## src/rtl/pipe_credit_fifo.sv

```systemverilog
// ---------------------------------------------------------------------------
// pipe_credit_fifo
//
// Output buffer for a fixed-latency upstream pipeline. A credit counter
// (one credit per FIFO entry) gates the issuer, so every word launched into
// the pipeline is guaranteed a slot when it emerges, however long the
// consumer stalls. Arriving words land in a first-word-fall-through FIFO
// that feeds a valid/ready consumer.
//
// Ports
//   clk_in           clock, all state on its rising edge
//   rst_in           asynchronous reset, active low
//   issue_ready_out  a credit is available; issuer may launch this cycle
//   issue_valid_in   issuer launches a word (fires with issue_ready_out)
//   data_valid_in    a word is emerging from the pipeline this cycle
//   data_in          that word
//   valid_out        FIFO head is valid
//   data_out         FIFO head, 0 when valid_out is low
//   ready_in         consumer accepts the head (pops with valid_out)
//   count_out        FIFO occupancy
//   inflight_out     words issued but not yet arrived
//   error_out        sticky: [0] overflow drop, [1] arrival with nothing in flight
// ---------------------------------------------------------------------------
module pipe_credit_fifo #(
    parameter int unsigned WIDTH   = 8,
    parameter int unsigned DEPTH   = 4,
    parameter int unsigned LATENCY = 1
) (
    input  logic                       clk_in,
    input  logic                       rst_in,
    output logic                       issue_ready_out,
    input  logic                       issue_valid_in,
    input  logic                       data_valid_in,
    input  logic [WIDTH-1:0]           data_in,
    output logic                       valid_out,
    output logic [WIDTH-1:0]           data_out,
    input  logic                       ready_in,
    output logic [$clog2(DEPTH+1)-1:0] count_out,
    output logic [$clog2(DEPTH+1)-1:0] inflight_out,
    output logic [1:0]                 error_out
);

    localparam int unsigned CW = $clog2(DEPTH + 1);
    localparam int unsigned PW = (DEPTH > 1) ? $clog2(DEPTH) : 1;
    localparam logic [CW-1:0] FULL = CW'(DEPTH);
    localparam logic [PW-1:0] LAST = PW'(DEPTH - 1);

    // Issue -> arrival -> pop -> credit back takes LATENCY+2 cycles. A FIFO
    // shallower than that still works correctly but cannot stream one word
    // per cycle; nothing in the logic depends on it.
    if (DEPTH < LATENCY + 2) begin : g_rate_limited
    end

    logic [CW-1:0]    credits;
    logic [CW-1:0]    inflight;
    logic [CW-1:0]    count;
    logic [PW-1:0]    wr_ptr;
    logic [PW-1:0]    rd_ptr;
    logic [1:0]       error;
    logic [WIDTH-1:0] mem [DEPTH];

    logic fire;
    logic pop;
    logic push;
    logic full;
    logic overflow;
    logic spurious;

    function automatic logic [PW-1:0] ptr_inc(input logic [PW-1:0] p);
        return (p == LAST) ? '0 : p + PW'(1);
    endfunction

    // Ready comes straight from the credit register, so the issuer sees no
    // combinational path from any input of this block.
    assign issue_ready_out = (credits != '0);
    assign valid_out       = (count != '0);
    assign fire            = issue_valid_in & issue_ready_out;
    assign pop             = valid_out & ready_in;
    assign full            = (count == FULL);
    // A full FIFO can still take a word when the head leaves in the same cycle.
    assign push            = data_valid_in & (~full | pop);
    assign overflow        = data_valid_in & full & ~pop;
    assign spurious        = data_valid_in & (inflight == '0);

    assign data_out     = valid_out ? mem[rd_ptr] : '0;
    assign count_out    = count;
    assign inflight_out = inflight;
    assign error_out    = error;

    // NOTE: state registers use non-blocking assignments so every register
    // samples the pre-edge values of the others, exactly like the flops.
    always_ff @(posedge clk_in or negedge rst_in) begin
        if (!rst_in) begin
            credits  <= FULL;
            inflight <= '0;
            count    <= '0;
            wr_ptr   <= '0;
            rd_ptr   <= '0;
            error    <= '0;
        end else begin
            credits <= credits - CW'(fire) + CW'(pop);
            count   <= count + CW'(push) - CW'(pop);
            // An arrival with nothing in flight is flagged, not subtracted,
            // so the counter never wraps below zero.
            if (spurious) begin
                inflight <= inflight + CW'(fire);
            end else begin
                inflight <= inflight + CW'(fire) - CW'(data_valid_in);
            end
            if (push) begin
                wr_ptr <= ptr_inc(wr_ptr);
            end
            if (pop) begin
                rd_ptr <= ptr_inc(rd_ptr);
            end
            error <= error | {spurious, overflow};
        end
    end

    // NOTE: the storage array has no reset; an entry is only ever read after
    // it was written, and count/pointers (which are reset) decide that.
    always_ff @(posedge clk_in) begin
        if (push) begin
            mem[wr_ptr] <= data_in;
        end
    end

endmodule

```

## config.mk

```make
export PLATFORM = sky130hd
export DESIGN_NAME = pipe_credit_fifo
export DESIGN_NICKNAME = d
export VERILOG_FILES = /design/src/rtl/pipe_credit_fifo.sv
export SDC_FILE = /design/constraint.sdc
export NUM_CORES = 1
export LEC_CHECK = 0
export ABC_CLOCK_PERIOD_IN_PS = 3600
export CORE_MARGIN = 2
export CORE_UTILIZATION = 45
export CTS_BUF_LIST = sky130_fd_sc_hd__clkbuf_8
export DETAILED_ROUTE_END_ITERATION = 7
export GPL_ROUTABILITY_DRIVEN = 1
export GPL_TIMING_DRIVEN = 0
export PLACE_DENSITY = 0.65
export SLEW_MARGIN = 20
export SYNTH_ARGS = -nofsm -noshare
export SYNTH_HDL_FRONTEND = slang
export SYNTH_SLANG_ARGS = --single-unit
```

## constraint.sdc

```tcl
create_clock -name clk_in -period 3.6 [get_ports clk_in]
set_input_delay 0.72 -clock clk_in [delete_from_list [all_inputs] [get_ports clk_in]]
set_output_delay 0.72 -clock clk_in [all_outputs]
set_load 0.1 [all_outputs]
```

==> results.md, run 1 <==
* Cts bufs inserted at 5
* Post CTS Setup Buffer Count at 0
* Post-DRT Antenna Nets at 0
* Maximum clock insertion buffer count at 2
* Pre-antenna DRT Iters at 4
* Rows at 24
* PnR worst setup slack at 231 ps
* CTS tree: done
* NumNets Final at 189
* Critical path class: flop to output port
* Post-synthesis sequential area ratio at 64.0%
* Skew final at 8.13 ps
* Grt total ovfl at 0
* Mapped Nets at 152
* Worst slew pin tran at 981 ps
* Sink Count at 47
* H-tree depth at 2
* Share of layout cells above drive strength 1 at 16.0%
* Max Cap Viol at 0
* Ant diodes at 0
* DR vias/cell at 4.88
* Vias in the first global route at 1,146
* Core footprint at 4410 µm²
* Post-synth EDFFs at 32
* I/O Pins at 31
* CP arrival at 2650 ps
* CP endpoint kind: output port
* Crit path launch type: flop
* Port Buf Inserts at 30
* Clk Latency, worst-skew pair at 300 ps
* Worst-path clk slew at 90 ps
* Slew margin rel. at 34.4%
* Starting Density at 47.3%
* FFs w/ async S/R, synth at 31.9%
* First-pass GRT wire length at 5680 µm
* Hold crit path type: flop to flop
* Period utilisation layout at 93.6%
* Ys flop type: edfxtp_1
* Final Setup Violations at 0
* Largest net degree at the start of global routing at 16
* Synth unique cells at 26
* Cell Area, Synth at 2090 µm²
* #FFs+latches synth at 47
* Die area at 5200 µm²
* RD Place Congestion at 0.679
* Syn Inst Count at 124
* Final Max Tran Viols at 0
* Die extent in x at 72.1 µm
* Initial antenna violation count at 0
* DRC at 0
* FMAX at 0.297 GHz
* Dpl hpwl at 2420 µm
* Min cycle time layout at 3370 ps
* Vias at 1,045
* Worst-path maximum fanout at 9
* Wire per inst at 15.8 µm
* Gr usage total at 15.0%
* RR Startpoint: count_out[1]$_DFF_PN0_
* RSZ-0062 raised after global routing: no
* Final hold violations at 0
* Die Y at 72.1 µm
* Area Overhead vs Synth at 21.6%
* Initial drt markers at 62
* CTS Root Cell: clkbuf_8
* Total Wirelength at 3380 µm
* # hold bufs at CTS at 0
* Post-Syn Area per Cell at 16.9 µm²
* Worst EP required at 2880 ps
* Critical Path Start: rd_ptr[1]$_DFFE_PN0N_
* Outcome: complete, no violations
* Final Util at 57.5%
* Synthesis Warnings at 0
* Post-cts sizing count at 0
* Hold Startpoint: error_out[1]$_DFF_PN0_
* TNS Setup at 0 ps
* Setup slack at placement at 477 ps
-- layout by cell type, fill, tap and decap left out --
| master | instances |
|---|---|
| or3_1 | 2 |
| buf_2 | 1 |
| a21o_1 | 1 |
| clkbuf_1 | 1 |
| nor2_1 | 4 |
| or2b_1 | 1 |
| nand2_4 | 1 |
| a21oi_1 | 2 |
| xnor2_1 | 5 |
| clkbuf_8 | 5 |
| clkinv_2 | 1 |
| or4b_1 | 1 |
| and2_1 | 13 |
| buf_6 | 1 |
| mux4_2 | 8 |
| dfrtp_1 | 14 |
| fa_1 | 2 |
| clkdlybuf4s50_1 | 30 |
| buf_4 | 1 |
| xor2_1 | 1 |
| dfstp_2 | 1 |
| ha_1 | 13 |
| inv_1 | 13 |
| nor4b_4 | 1 |
| mux2_2 | 2 |
| nand2_1 | 1 |
| nor2b_2 | 1 |
| clkinvlp_4 | 1 |
| mux2_4 | 2 |
| edfxtp_1 | 32 |
-- through the flow --
stage	hold slack [ps]	area [µm²]	cells
after global routing	488	2540	214
after CTS	472	2540	214
final	472	2540	214
after global placement	445	2450	206
after detailed placement	451	2450	206
after floorplan	424	2090	124
-- Yosys cell counts, types with 2 or more instances --
library cell | n | area (µm²)
a21oi_1 | 2 | 10.0
and2_1 | 13 | 81.3
dfrtp_1 | 14 | 350
edfxtp_1 | 32 | 961
fa_1 | 2 | 40.0
ha_1 | 13 | 163
inv_1 | 12 | 45.0
mux2_2 | 2 | 22.5
mux2_4 | 2 | 30.0
mux4_2 | 8 | 180
nor2_1 | 4 | 15.0
or3_1 | 2 | 12.5
xnor2_1 | 5 | 43.8
-- critical path: stages, from the launching register on --
cell	delay, ps
dfrtp_1	360
clkbuf_1	430
mux4_2	290
and2_1	130
clkdlybuf4s50_1	1130
-- routing by layer --
| layer | share of wire [%] | track usage [%] | routed length [µm] |
|---|---|---|---|
| met5 | 0 | 0 | 0 |
| met4 | 1.4 | 5.66 | 48 |
| met3 | 3.1 | 4.31 | 106 |
| met2 | 51 | 25.3 | 1740 |
| met1 | 44 | 18.4 | 1490 |
-- state kept, by name, indices dropped and copies added (netlist names) --
name	cells
mem	32
count_out	3
credits	3
inflight_out	3
error_out	2
rd_ptr	2
wr_ptr	2
-- cell families (layout without fill, tap and decap cells) --
logic type	count (synthesis)	count (layout)	share of synthesized area, %
DFF	47	47	64.0
AOI/OAI and AO/OA	3	3	0.838
adders and majority gates	15	15	9.70
xor gates and xnor gates	6	6	2.51
and+or+nand+nor	25	25	8.32
buffers and inverters	16	54	3.47
muxes	12	12	11.1
-- worst paths after layout --
| path | endpoint | slack (ps) | depth (start not counted) |
|---|---|---|---|
| worst max-delay path | data_out[0] | 230 | 4 |
| worst min register to register | error_out[1]$_DFF_PN0_ | 470 | 1 |
| worst max register to register | count_out[2]$_DFF_PN0_ | 1190 | 11 |
| worst min-delay path | error_out[1]$_DFF_PN0_ | 470 | 1 |
| min in group asynchronous | credits[0]$_DFF_PN0_ | 840 | 1 |
| max in group asynchronous | wr_ptr[1]$_DFFE_PN0P_ | 2320 | 1 |
-- area by class of cell --
cell class | count | area (µm²)
plain buffers | 4 | 27.5
clock buffers | 5 | 68.8
clock inverters | 3 | 16.3
fillers | 341 | 1870
inverters | 12 | 45.0
multi-input cells | 61 | 679
flip-flops and latches | 47 | 1340
well taps | 52 | 65.1
repair buffers | 30 | 300
Power of run 1 is not shown: default switching activity piles up to over one toggle a cycle in this logic, so the estimate is an artifact.
==> inputs of run 2 (changes only) <==
--- a/config.mk
+++ b/config.mk
@@ -5,7 +5,7 @@
 export SDC_FILE = /design/constraint.sdc
 export NUM_CORES = 1
 export LEC_CHECK = 0
-export ABC_CLOCK_PERIOD_IN_PS = 3600
+export ABC_CLOCK_PERIOD_IN_PS = 3100
 export CORE_MARGIN = 2
 export CORE_UTILIZATION = 45
 export CTS_BUF_LIST = sky130_fd_sc_hd__clkbuf_8
==> constraint.sdc (replaced) <==
create_clock -name clk_in -period 3.1 [get_ports clk_in]
set_input_delay 0.62 -clock clk_in [delete_from_list [all_inputs] [get_ports clk_in]]
set_output_delay 0.62 -clock clk_in [all_outputs]
set_load 0.1 [all_outputs]
==> run 2 against run 1 <==
Worst hold slack is the same. Routed wire length rose by 0.56%. Largest cell class unchanged. Global-route usage hardly changed. Cell count unchanged. Flip-flop and latch count unchanged. Die area unchanged. Non-clock buffer count unchanged. Worst setup slack worse by 40 ps.
==> results.md, run 2 (synthesized netlist as in run 1, its figures left out) <==
* Slowest-stage cell, CP: clkdlybuf4s50_1
* Worst-path clk slew at 90 ps (about the same)
* Cts bufs inserted at 5 (unchanged)
* Starting Density at 47.3% (unchanged)
* Clk Latency, worst-skew pair at 300 ps (about the same)
* TNS Setup at 0 ps (unchanged)
* Final hold violations at 0 (unchanged)
* DR vias/cell at 4.88 (unchanged)
* Total Wirelength at 3400 µm (+0.56%)
* Critical path, cell by cell: or3_1, buf_6, clkdlybuf4s50_1
* FMAX at 0.344 GHz
* First-pass GRT wire length at 5660 µm (-0.25%)
* Worst slew pin tran at 981 ps (unchanged)
* PnR worst setup slack at 190 ps (-40.3 ps)
* Critical path class: flop to output port
* Gr usage total at 15.0% (-0.030 points)
* Die extent in x at 72.1 µm (unchanged)
* Design Area, Final at 2500 µm² (-1.6%)
* Outcome: complete, no violations
* Min cycle time layout at 2910 ps
* Worst EP required at 2480 ps (-400 ps)
* Max reg flops at 32 (unchanged)
* Ant diodes at 0 (unchanged)
* NumNets Final at 189 (unchanged)
* Core footprint at 4410 µm² (unchanged)
* Area Overhead vs Synth at 19.6%
* Sink Count at 47 (unchanged)
* DP Area at 2450 µm² (unchanged)
* RSZ-0062 raised after global routing: no
* Max Cap Viol at 0 (unchanged)
* CP endpoint kind: output port
* Final Max Tran Viols at 0 (unchanged)
* Port Buf Inserts at 30 (unchanged)
* Setup slack at placement at 77.3 ps (-400 ps)
* Largest Register: mem
* Pre-antenna DRT Iters at 4 (unchanged)
* Post-DRT Antenna Nets at 0 (unchanged)
* H-tree depth at 2 (unchanged)
* Worst-path maximum fanout at 10 (+1)
* Vias at 1,045 (unchanged)
* Die area at 5200 µm² (unchanged)
* Wire per inst at 15.9 µm (+0.56%)
* Grt total ovfl at 0 (unchanged)
* CP max stage delay at 960 ps (-170 ps)
* Initial antenna violation count at 0 (unchanged)
* # hold bufs at CTS at 0 (unchanged)
* CP arrival at 2290 ps (-360 ps)
* Rows at 24 (unchanged)
* Vias in the first global route at 1,145 (-0.087%)
* Skew final at 8.13 ps (unchanged)
* DRC at 0 (unchanged)
* Period utilisation layout at 93.9%
* I/O Pins at 31 (unchanged)
* RD Place Congestion at 0.679 (unchanged)
* Post CTS Setup Buffer Count at 0 (unchanged)
* Die Y at 72.1 µm (unchanged)
* Dpl hpwl at 2420 µm (unchanged)
* Largest net degree at the start of global routing at 16 (unchanged)
* Hold crit path type: flop to flop
* Initial drt markers at 81 (+31%)
* Final Setup Violations at 0 (unchanged)
* Maximum clock insertion buffer count at 2 (unchanged)
* CTS Root Cell: clkbuf_8
* Commonest non-fill, non-tap cell in the layout: edfxtp_1
* Crit path launch type: flop
* CTS tree: done
* Share of layout cells above drive strength 1 at 21.0% (+4.9 points)
* Commonest non-fill, non-tap cells in the layout: edfxtp_1, clkdlybuf4s50_1, dfrtp_1
* Slew margin rel. at 34.4% (unchanged)
[run 2: changes by cell type in the layout (fill, tap and decap cells not counted), sizes merged]
cell	before	now
clkdlybuf4s50	30	22
clkbuf	6	14
[run 2: critical path: cells and delay by family, from the launching register on]
| family | cells | cell delay [ps] |
|---|---|---|
| buf+inv | 2 | 1110 |
| flops | 1 | 480 |
| simple gates | 1 | 390 |
[run 2: metal layers]
| layer | up-vias | part of all wire (%) | routed length (µm) | track usage, % |
|---|---|---|---|---|
| met2 | 17 | 51 | 1740 | 25.3 |
| met4 | 0 | 1.4 | 48 | 5.66 |
| met5 | - | 0 | 0 | 0 |
| met1 | 509 | 44 | 1500 | 18.3 |
| li1 | 514 | - | - | - |
| met3 | 5 | 3.3 | 113 | 4.31 |
[run 2: through the flow]
stage	cells	utilization, %	hold WS, ps
after global routing	214	56.6	488
after detailed placement	206	55.6	451
final	214	56.6	472
after CTS	214	57.3	472
after global placement	206	55.6	445
after floorplan	124	-	324
[run 2: what timing repair did]
action	4_1_cts	5_1_grt
endpoints found under the setup margin	8	8
cloned	0	0
resized for setup	8	16
[run 2: cell type report]
type	count	area (µm²)
plain buffers	4	27.5
clock buffers	5	68.8
clock inverters	3	16.3
fillers	349	1910
inverters	12	45.0
multi-input cells	61	679
flip-flops and latches	47	1340
well taps	52	65.1
repair buffers	30	260
[run 2: final timing paths]
kind / start / endpoint / slack, ps / cells after the start
min in group asynchronous: rst_in / credits[0]$_DFF_PN0_ / 740 / 1
max: count_out[1]$_DFF_PN0_ / valid_out / 190 / 3
min reg2reg: error_out[1]$_DFF_PN0_ / error_out[1]$_DFF_PN0_ / 470 / 1
max reg2reg: count_out[1]$_DFF_PN0_ / count_out[2]$_DFF_PN0_ / 690 / 11
max in group asynchronous: rst_in / wr_ptr[1]$_DFFE_PN0P_ / 1920 / 1
min: error_out[1]$_DFF_PN0_ / error_out[1]$_DFF_PN0_ / 470 / 1
Power of run 2 is left out for the same reason.
